**src/rtl/alu_share_arb.sv**
```systemverilog
// rtl/alu_share_arb.sv - round-robin share of one combinational ALU between two requesters
module alu_share_arb #(
  parameter int WIDTH = 64,
  parameter int CTRLW = 16,
  parameter int TAGW  = 4
) (
  input  logic                       clk,
  input  logic                       reset,
  input  logic [1:0]                 ReqValid,
  output logic [1:0]                 ReqReady,
  input  logic [1:0][WIDTH-1:0]      ReqA,
  input  logic [1:0][WIDTH-1:0]      ReqB,
  input  logic [1:0][CTRLW-1:0]      ReqCtrl,
  input  logic [1:0][TAGW-1:0]       ReqTag,
  input  logic [1:0]                 Flush,
  output logic [1:0]                 RspValid,
  input  logic [1:0]                 RspReady,
  output logic [1:0][WIDTH-1:0]      RspResult,
  output logic [1:0][TAGW-1:0]       RspTag,
  output logic [WIDTH-1:0]           AluA,
  output logic [WIDTH-1:0]           AluB,
  output logic [CTRLW-1:0]           AluCtrl,
  input  logic [WIDTH-1:0]           AluResult
);

  logic                   prio_q, prio_d;
  logic [1:0]             rsp_valid_q, rsp_valid_d;
  logic [1:0][WIDTH-1:0]  rsp_result_q, rsp_result_d;
  logic [1:0][TAGW-1:0]   rsp_tag_q, rsp_tag_d;
  logic [1:0]             elig;
  logic [1:0]             grant;
  logic                   sel;

  // A slot being drained this cycle counts as free, so each requester can sustain 1 op/cycle.
  assign elig = ReqValid & ~Flush & (~rsp_valid_q | RspReady);

  always_comb begin
    grant = 2'b00;
    if (reset) begin
      if (elig == 2'b11) begin
        grant = prio_q ? 2'b10 : 2'b01;
      end else begin
        grant = elig;
      end
    end
  end

  assign ReqReady = grant;
  assign sel      = grant[1];
  assign AluA     = ReqA[sel];
  assign AluB     = ReqB[sel];
  assign AluCtrl  = ReqCtrl[sel];

  always_comb begin
    prio_d       = prio_q;
    rsp_valid_d  = rsp_valid_q;
    rsp_result_d = rsp_result_q;
    rsp_tag_d    = rsp_tag_q;
    if (grant != 2'b00) begin
      prio_d = grant[0];
    end
    for (int i = 0; i < 2; i++) begin
      if (Flush[i]) begin
        rsp_valid_d[i] = 1'b0;
      end else if (grant[i]) begin
        rsp_valid_d[i]  = 1'b1;
        rsp_result_d[i] = AluResult;
        rsp_tag_d[i]    = ReqTag[i];
      end else if (rsp_valid_q[i] && RspReady[i]) begin
        rsp_valid_d[i] = 1'b0;
      end
    end
  end

  always_ff @(posedge clk or negedge reset) begin
    if (!reset) begin
      prio_q       <= 1'b0;
      rsp_valid_q  <= 2'b00;
      rsp_result_q <= '0;
      rsp_tag_q    <= '0;
    end else begin
      prio_q       <= prio_d;
      rsp_valid_q  <= rsp_valid_d;
      rsp_result_q <= rsp_result_d;
      rsp_tag_q    <= rsp_tag_d;
    end
  end

  assign RspValid  = rsp_valid_q;
  assign RspResult = rsp_result_q;
  assign RspTag    = rsp_tag_q;

endmodule

```
**config.mk**
```make
export PLATFORM = sky130hd
export DESIGN_NAME = alu_share_arb
export DESIGN_NICKNAME = d
export VERILOG_FILES = /design/src/rtl/alu_share_arb.sv
export SDC_FILE = /design/constraint.sdc
export NUM_CORES = 1
export LEC_CHECK = 0
export ABC_AREA = 1
export CAP_MARGIN = 20
export CORE_AREA = 10 10 245 247
export DETAILED_ROUTE_END_ITERATION = 12
export DIE_AREA = 0 0 255 257
export PLACE_DENSITY_LB_ADDON = 0.12
export SYNTH_ARGS = -nofsm -noshare
export SYNTH_HDL_FRONTEND = slang
export SYNTH_SLANG_ARGS = --single-unit
```
**constraint.sdc**
```tcl
create_clock -name clk -period 4.2 [get_ports clk]
set_input_delay 0.84 -clock clk [delete_from_list [all_inputs] [get_ports clk]]
set_output_delay 0.84 -clock clk [all_outputs]
set_load 0.05 [all_outputs]
```
==> results of run 1 <==
cell families (layout without fill, tap and decap cells):
group / count (synthesis) / in the layout / share of synthesized area
other: 0 / 11 / 0
buffers and inverters: 98 / 706 / 0.0615
AO/OA/AOI/OAI: 3 / 3 / 0.00199
AND/OR/NAND/NOR: 852 / 852 / 0.475
flip-flops: 139 / 139 / 0.462
power groups by stage:
stage	Clock (uW)	Sequential [uW]	Combinational, uW
after floorplan	0	2680	814
after global placement	0	1760	3490
after detailed placement	0	1770	3480
after CTS	1490	1750	3490
after global routing	1550	1780	3600
final	1440	1750	3440
cells in the mapped netlist:
master,instances
sky130_fd_sc_hd__buf_4,9
sky130_fd_sc_hd__nand3_1,281
sky130_fd_sc_hd__buf_2,49
sky130_fd_sc_hd__inv_1,8
sky130_fd_sc_hd__nand2_2,1
sky130_fd_sc_hd__nand3_2,1
sky130_fd_sc_hd__o21ai_0,3
sky130_fd_sc_hd__nand2_1,565
sky130_fd_sc_hd__nor2_2,3
sky130_fd_sc_hd__buf_1,7
sky130_fd_sc_hd__nor2_4,1
sky130_fd_sc_hd__dfrtp_1,139
sky130_fd_sc_hd__clkbuf_1,25
metrics by stage:
stage | setup WS, ns | instances
6_report | 0.301 | 2415
5_1_grt | 0.288 | 2409
4_1_cts | 0.398 | 2404
3_5_place_dp | 0.404 | 2372
3_3_place_gp | 0.420 | 2372
2_1_floorplan | 1.36 | 1092
worst max-delay path, stage by stage:
cell	delay (ns)
sky130_fd_sc_hd__clkdlybuf4s50_1	0.46
sky130_fd_sc_hd__inv_1	0.05
sky130_fd_sc_hd__nor2_2	0.12
sky130_fd_sc_hd__nand2_1	0.11
sky130_fd_sc_hd__nor2_4	0.26
sky130_fd_sc_hd__nand2_8	0.09
sky130_fd_sc_hd__buf_12	0.19
sky130_fd_sc_hd__nand2_1	0.33
sky130_fd_sc_hd__nand2_1	0.13
sky130_fd_sc_hd__buf_12	0.17
worst paths after layout:
| kind | from | endpoint | slack, ns | cells after the start |
|---|---|---|---|---|
| setup / recovery | ReqValid[1] | AluB[9] | 0.30 | 10 |
| hold / removal | RspResult[81] | RspResult[81] | 0.47 | 2 |
| setup reg to reg | RspValid[0] | RspResult[30] | 2.09 | 6 |
| hold reg to reg | RspResult[81] | RspResult[81] | 0.47 | 2 |
| max in group asynchronous | reset | RspResult[51] | 3.11 | 2 |
| min in group asynchronous | reset | RspResult[87] | 0.52 | 2 |
state kept, by name, indices dropped and copies added, names as in the netlist:
signal and flops:
RspResult 128, prio_q 1, RspTag 8, RspValid 2
per-layer routing:
metal  GRT usage  vias to the layer above
met3      0.0921                       55
met4      0.0483                       22
met2       0.272                      411
li1            -                     4697
met1       0.185                     4534
met5           0                        -
layout make-up:
cell class              instances  area [um^2]  share of cell area
diodes                         11         27.5             0.00164
clock buffers                  20          457              0.0272
clock inverters                12         91.3             0.00545
inverters                       8         30.0             0.00179
multi-input cells             855         3620               0.216
flip-flops and latches        139         3480               0.207
well taps                     704          881              0.0525
repair buffers                666         8180               0.488
==> flow_metrics.tcl, run 1 <==
set metrics [dict create \
    status "completed" \
    wl_per_cell_um 23.9 \
    detailed_routing_iterations_pass_1 4 \
    drt_wl_total_um 57600 \
    cts_max_path_buffers 2 \
    worst_skew_pair.late_latency_ns 0.45 \
    finalSetupViolCount 0 \
    synth.top_cells.by_area "sky130_fd_sc_hd__dfrtp_1 (46%), sky130_fd_sc_hd__nand2_1 (28%), sky130_fd_sc_hd__nand3_1 (19%), sky130_fd_sc_hd__buf_2 (3.3%), sky130_fd_sc_hd__clkbuf_1 (1.2%)" \
    post_drt_via_cell_ratio 4.02 \
    timing.final.crit_period_ns 3.90 \
    worst_clock_skew_ns 0.0149 \
    chipWidth_um 255 \
    port-buffer-count 651 \
    final_design_area_no_fill_um2 16800 \
    post_cts_setup_inserts 0 \
    clock_slew_at_reported_path_ffs_ns 0.07 \
    synthesis.area_um2 7530 \
    vias 9719 \
    finalHoldViolations 0 \
    floorplan_die_area_um2 65500 \
    synth_seq_cells 139 \
    rsz0062_at_grt "false" \
    placeableCoreArea_um2 54900 \
    final_layout_size_suffix_gt1_frac 0.118 \
    max_slew_margin 0.383 \
    met2_wirelength_um 27400 \
    cts.sink_count 139 \
    power.internal_uw 3700 \
    numCtsBuffers 17 \
    report.power.total_uw 6630 \
    p_switching_uw 2930 \
    grt_overflow 0 \
    critPathArrivalTime_ns 3.06 \
    grt_first_pass_wirelength_um 78800 \
    power_frac_seq 0.264 \
    top_layer_used "met5" \
    synth.net_count 1460 \
    start_kind "input pin" \
    fmax_ghz 0.257 \
    crit_path_max_fanout 137 \
    io-pin-count 652 \
    switching_share 0.442 \
    min_path_type "flop to flop" \
    place_area_um2 16200 \
    fin_setup_tns_ns 0 \
    worst_vdd_rail_ir_drop_mv 0.288 \
    path_class "input pin to primary output" \
    placementRows 86 \
    place.gp.congestion 0.884 \
    pwr_density_cell_nw_per_um2 395 \
    tightestPinTransition_ns 0.926 \
    drv_slew 0 \
    cts_tree "built" \
    initial_core_util 0.137 \
    syn-instance-count 1092 \
    ys_seq_area_frac 0.462 \
    via_count_of_the_first_global_routing_pass 9712 \
    wl_met1_um 22100 \
    synth_top_area_share 0.462 \
    remaining_drc_errors 0 \
    ys_warn_count 0 \
    met3_wirelength_um 7110 \
    final.fill_count 5814 \
    drt.antenna.violating_nets 0 \
    die_height_um 257 \
    yosysUniqueCellTypes 13 \
    gr-usage-all-layers 0.168 \
    number_of_antenna_violations_at_the_first_check_in_global_routing 25 \
    max-cap-violations 0 \
    grt_start_max_net_pins 140 \
    avgSynthCellArea_um2 6.90 \
    holdBufCountCts 0 \
    cellLeakagePower_uw 0.00787 \
    most_used_cells_in_the_layout_excluding_fill_and_tap_cells "sky130_fd_sc_hd__nand2_1 (564), sky130_fd_sc_hd__clkdlybuf4s50_1 (504), sky130_fd_sc_hd__nand3_1 (280), sky130_fd_sc_hd__buf_12 (153), sky130_fd_sc_hd__dfrtp_1 (139)" \
    mostFrequentLayoutCell "sky130_fd_sc_hd__nand2_1" \
    worstSetupEndpointType "primary output" \
    number_of_nets_in_the_finished_design 2055 \
    htree_num_levels 4 \
    final.period_utilization 0.928 \
    worst-endpoint-required_ns 3.36 \
    final_util 0.306 \
    hold_ws_ns 0.469 \
    detailedRoute.firstIterationViolations 506 \
    pwr-share-comb 0.519 \
    cts.root.buffer_cell "sky130_fd_sc_hd__clkbuf_16" \
    post_cts_resize_count 0 \
    clk_pwr_share 0.217 \
    synthToLayoutAreaGrowth_pct 123 \
    dp.final_hpwl_um 45200 \
    yosys.area.top_type "sky130_fd_sc_hd__dfrtp_1" \
]
(Power assumes the default switching activity.)
==> inputs of run 2 (changes only) <==
- CORE_AREA: 10 10 245 247 -> 10 10 244 246
- DIE_AREA: 0 0 255 257 -> 0 0 254 256
- DONT_BUFFER_PORTS: unset -> 1
==> run 2 against run 1 <==
  * Setup slack gained 0.11 ns
  * Final cell count shrank 24%
  * Sequential share of layout area grew 16 points
  * Critical path depth shrank 4
  * Critical endpoint is now AluA[61]
  * Largest cell class is now multi-input combinational cells
  * Highest routed layer unchanged
==> flow_metrics.tcl, run 2 (synthesis results as in run 1) <==
set metrics [dict create \
    status "completed" \
    drv_slew 0 \
    cts.root.buffer_cell "sky130_fd_sc_hd__clkbuf_16" \
    detailedRoute.firstIterationViolations 678 \
    cellLeakagePower_uw 0.00493 \
    finalHoldViolations 0 \
    dp.cells 1794 \
    rsz0062_at_grt "false" \
    cts_tree "built" \
    mostFrequentLayoutCell "sky130_fd_sc_hd__nand2_1" \
    worst-endpoint-required_ns 3.36 \
    pwr_density_cell_nw_per_um2 584 \
    stdcell_count 1829 \
    port-buffer-count 0 \
    htree_num_levels 4 \
    gr-usage-all-layers 0.132 \
    wl_per_cell_um 25.0 \
    min_path_type "input pin to asynchronous set/reset pin" \
    placementRows 86 \
    worst_skew_pair.late_latency_ns 0.44 \
    post_cts_setup_inserts 0 \
    max_slew_margin 0.394 \
    post_drt_via_cell_ratio 4.12 \
    cts.sink_count 139 \
    io-pin-count 652 \
    worst-r2r-setup-slack_ns 1.54 \
    critPathArrivalTime_ns 2.95 \
    worstSetupEndpointType "primary output" \
    final_layout_size_suffix_gt1_frac 0.114 \
    clock_slew_at_reported_path_ffs_ns 0.07 \
    place.gp.congestion 0.869 \
    worst_vdd_rail_ir_drop_mv 0.273 \
    largest_register_ffs 128 \
    tightestPinTransition_ns 0.908 \
    crit_path_max_fanout 121 \
    die_height_um 256 \
    drt.antenna.violating_nets 0 \
    final_design_area_no_fill_um2 9350 \
    synthToLayoutAreaGrowth_pct 24.2 \
    vias 7530 \
    number_of_antenna_violations_at_the_first_check_in_global_routing 7 \
    fin_setup_tns_ns 0 \
    grt_overflow 0 \
    placeableCoreArea_um2 54700 \
    drt_wl_total_um 45800 \
    start_kind "flop" \
    via_count_of_the_first_global_routing_pass 7661 \
    numCtsBuffers 17 \
    final.period_utilization 0.903 \
    chipWidth_um 254 \
    path_class "flop to primary output" \
    detailed_routing_iterations_pass_1 7 \
    grt_first_pass_wirelength_um 62400 \
    initial_core_util 0.138 \
    report.power.total_uw 5470 \
    place_area_um2 8730 \
    remaining_drc_errors 0 \
    timing.final.crit_period_ns 3.79 \
    post_cts_resize_count 0 \
    holdBufCountCts 0 \
    worst_clock_skew_ns 0.0157 \
    max-cap-violations 0 \
    number_of_nets_in_the_finished_design 1477 \
    cts_max_path_buffers 2 \
    dp.final_hpwl_um 35400 \
    hold_ws_ns 0.0911 \
    grt_start_max_net_pins 141 \
    floorplan_die_area_um2 65000 \
    most_used_cells_in_the_layout_excluding_fill_and_tap_cells "sky130_fd_sc_hd__nand2_1 (564), sky130_fd_sc_hd__nand3_1 (280), sky130_fd_sc_hd__dfrtp_1 (139), sky130_fd_sc_hd__buf_4 (83), sky130_fd_sc_hd__clkbuf_16 (17)" \
    finalSetupViolCount 0 \
    fmax_ghz 0.264 \
]
## run 2: layout make-up
cell class,count,area (um^2)
fillers,6231,45300
well taps,704,881
inverters,8,30.0
multi-input cells,855,3620
clock buffers,18,439
clock inverters,14,171
flip-flops and latches,139,3480
diodes,3,7.51
repair buffers,88,723
## run 2: stage by stage
step | setup WS [ns] | utilization
after CTS | 0.417 | 0.171
after detailed placement | 0.720 | 0.160
final | 0.407 | 0.171
after global placement | 0.739 | 0.160
after global routing | 0.217 | 0.171
after floorplan | 1.36 | -
## run 2: worst paths after layout
kind                        startpoint             end  cells after the start
max                        RspValid[1]        AluA[61]                      6
min                              reset   RspResult[30]                      0
max reg2reg                RspValid[1]       RspTag[7]                      7
min reg2reg                     prio_q          prio_q                      2
max in group asynchronous        reset  RspResult[122]                      0
min in group clk              Flush[0]     RspValid[0]                      1
## run 2: layer usage
layer,vias to the layer above,global-route usage,part of all wire
met5,-,0,0.00059
met4,4,0.0319,0.018
met3,40,0.0743,0.14
met2,412,0.226,0.49
met1,3542,0.137,0.36
li1,3532,-,-
## run 2: power breakdown
part           leakage, uW  switching [uW]  internal (uW)
Clock             0.000304             711            919
Combinational      0.00289             802            242
Sequential         0.00174            1210           1580
Total              0.00493            2730           2740
## run 2: critical path, stage by stage (launching register included)
cell                      delay (ns)
sky130_fd_sc_hd__dfrtp_1        0.58
sky130_fd_sc_hd__nand2_1        0.23
sky130_fd_sc_hd__nand2_1        0.18
sky130_fd_sc_hd__nor2_4         0.25
sky130_fd_sc_hd__buf_12         0.36
sky130_fd_sc_hd__nand3_1        0.24
sky130_fd_sc_hd__nand2_1        0.44
==> inputs of run 3 (changes only) <==
- CORE_AREA: 10 10 244 246 -> 2 2 257 259
- DIE_AREA: 0 0 254 256 -> 0 0 259 261
==> run 3 against run 2 <==
  * Final cell count is 12% higher
  * Die area grew 4.0%
  * Non-clock buffer count rose by 65
  * Maximum frequency down 0.10%
  * Utilization is 1.7 points lower
  * Setup slack worse by 0.0038 ns
  * Critical endpoint is now AluCtrl[15]
  * Largest cell class unchanged
==> flow_metrics.tcl, run 3 (synthesis results as in run 1) <==
set metrics [dict create \
    placementRows 94 \
    power.internal_uw 2720 \
    worst_clock_skew_ns 0.0160 \
    drv_slew 0 \
    crit_chain "nand2_1, nand3_4, buf_12, nand3_1, nand2_1, buf_4" \
    clk_pwr_share 0.279 \
    cell_with_the_largest_stage_delay_on_the_worst_path "sky130_fd_sc_hd__dfrtp_1" \
    min_path_type "input pin to asynchronous set/reset pin" \
    cts_max_path_buffers 2 \
    number_of_antenna_violations_at_the_first_check_in_global_routing 5 \
    worst_vdd_rail_ir_drop_mv 0.374 \
    max_stage_delay_ns 0.69 \
    initial_core_util 0.116 \
    critPathTopFamily "simple AND/OR/NAND/NOR gates" \
    cts.root.buffer_cell "sky130_fd_sc_hd__clkbuf_16" \
    final_util 0.154 \
    largest_register_ffs 128 \
    final_layout_size_suffix_gt1_frac 0.162 \
    synthToLayoutAreaGrowth_pct 33.2 \
    rsz0062_at_grt "false" \
    most_used_cells_in_the_layout_excluding_fill_and_tap_cells "sky130_fd_sc_hd__nand2_1 (564), sky130_fd_sc_hd__nand3_1 (280), sky130_fd_sc_hd__buf_4 (146), sky130_fd_sc_hd__dfrtp_1 (139), sky130_fd_sc_hd__clkbuf_16 (17)" \
    worst-r2r-setup-slack_ns 1.65 \
    io-pin-count 652 \
    cts.sink_count 139 \
    pwr-share-comb 0.205 \
    path_class "flop to primary output" \
    timing.final.crit_period_ns 3.80 \
    via_count_of_the_first_global_routing_pass 7530 \
    gr-usage-all-layers 0.116 \
    worstSetupEndpointType "primary output" \
    fmax_ghz 0.263 \
    power_frac_seq 0.516 \
    htree_num_levels 4 \
    detailedRoute.firstIterationViolations 449 \
    fin_setup_tns_ns 0 \
    worst_path_most_repeated_cell "sky130_fd_sc_hd__nand2_1" \
    grt_first_pass_wirelength_um 56900 \
    switching_share 0.497 \
    pwr_density_cell_nw_per_um2 539 \
    remaining_drc_errors 0 \
    clock_slew_at_reported_path_ffs_ns 0.07 \
    tightestPinTransition_ns 0.928 \
    port-buffer-count 0 \
    mostFrequentLayoutCell "sky130_fd_sc_hd__nand2_1" \
    start_kind "flop" \
    chipWidth_um 259 \
    hold_ws_ns 0.0691 \
    status "completed" \
    finalSetupViolCount 0 \
    reg2reg_from "RspValid[0]" \
    final.period_utilization 0.904 \
    critical_path.reg2reg.endpoint "RspValid[0]" \
    max_slew_margin 0.382 \
    cts_tree "built" \
    die_height_um 261 \
    post_cts_resize_count 0 \
    drt_wl_total_um 42100 \
    crit_path_max_fanout 88 \
    timing.reg2reg.worst_path_depth 6 \
    p_switching_uw 2690 \
    holdBufCountCts 0 \
    number_of_nets_in_the_finished_design 1542 \
    cellLeakagePower_uw 0.00523 \
    post_drt_via_cell_ratio 3.81 \
    worst_skew_pair.late_latency_ns 0.46 \
    vias 7832 \
    finalHoldViolations 0 \
    wl_per_cell_um 20.5 \
    detailed_routing_iterations_pass_1 5 \
    critPathBufInv 2 \
    dp.final_hpwl_um 31700 \
    worst-endpoint-required_ns 3.36 \
    post_cts_setup_inserts 0 \
    floorplan_die_area_um2 67600 \
    placeableCoreArea_um2 65000 \
    report.power.total_uw 5400 \
    grt_start_max_net_pins 141 \
    startpoint "RspValid[0]" \
    max-cap-violations 0 \
    critPathArrivalTime_ns 2.96 \
    place.gp.congestion 0.728 \
    numCtsBuffers 17 \
    drt.antenna.violating_nets 0 \
    grt_overflow 0 \
    number_of_cells_on_the_critical_path 6 \
]
==> run 3: changes by cell type in the layout (fill, tap and decap cells not counted), moves of 2 or more <==
cell and change:
sky130_fd_sc_hd__clkinvlp_4 +2, sky130_fd_sc_hd__inv_8 -3, sky130_fd_sc_hd__buf_4 +63, sky130_fd_sc_hd__buf_12 +2
==> run 3: per-stage QoR <==
stage	cells	instance area (um^2)	setup slack, ns
global route	2053	10000	0.229
detailed placement	2019	9460	0.690
finish	2054	10000	0.403
global placement	2019	9460	0.724
floorplan	1092	7530	1.36
CTS	2051	10000	0.299
==> run 3: how the worst max path moves through the flow <==
stage / end
4_1_cts: AluA[25]
6_report: AluCtrl[15]
3_5_place_dp: AluA[25]
5_1_grt: AluA[25]
3_3_place_gp: AluA[21]
2_1_floorplan: AluB[26]
==> run 3: power groups by stage <==
stage	combinational [uW]	sequential [uW]	clock [uW]
global placement	1110	2840	0
floorplan	814	2680	0
detailed placement	1120	2820	0
global route	1210	2830	1620
CTS	1120	2800	1580
finish	1110	2790	1510
==> run 3: final cells by class <==
| type | count | area [um^2] |
|---|---|---|
| fill | 7503 | 55000 |
| multi-input combinational | 855 | 3630 |
| sequential | 139 | 3480 |
| timing repair buffer | 153 | 1240 |
| tap | 864 | 1080 |
| clock buffer | 18 | 429 |
| clock inverter | 14 | 136 |
| inverter | 8 | 30.0 |
| antenna | 3 | 7.51 |
==> run 3: metal layers <==
| metal | part of all wire | up-vias | track usage |
|---|---|---|---|
| met5 | 0.00064 | - | 0 |
| met4 | 0.0095 | 4 | 0.0262 |
| met3 | 0.12 | 26 | 0.0607 |
| met2 | 0.49 | 420 | 0.193 |
| met1 | 0.38 | 3713 | 0.132 |
| li1 | - | 3669 | - |
==> run 3: worst register-to-register path: stages (launching register included) <==
cell,delay [ns]
sky130_fd_sc_hd__dfrtp_1,0.69
sky130_fd_sc_hd__nand2_1,0.32
sky130_fd_sc_hd__nand2_1,0.22
sky130_fd_sc_hd__nor2_4,0.05
sky130_fd_sc_hd__nand2_2,0.07
sky130_fd_sc_hd__buf_4,0.69
sky130_fd_sc_hd__o21ai_0,0.32
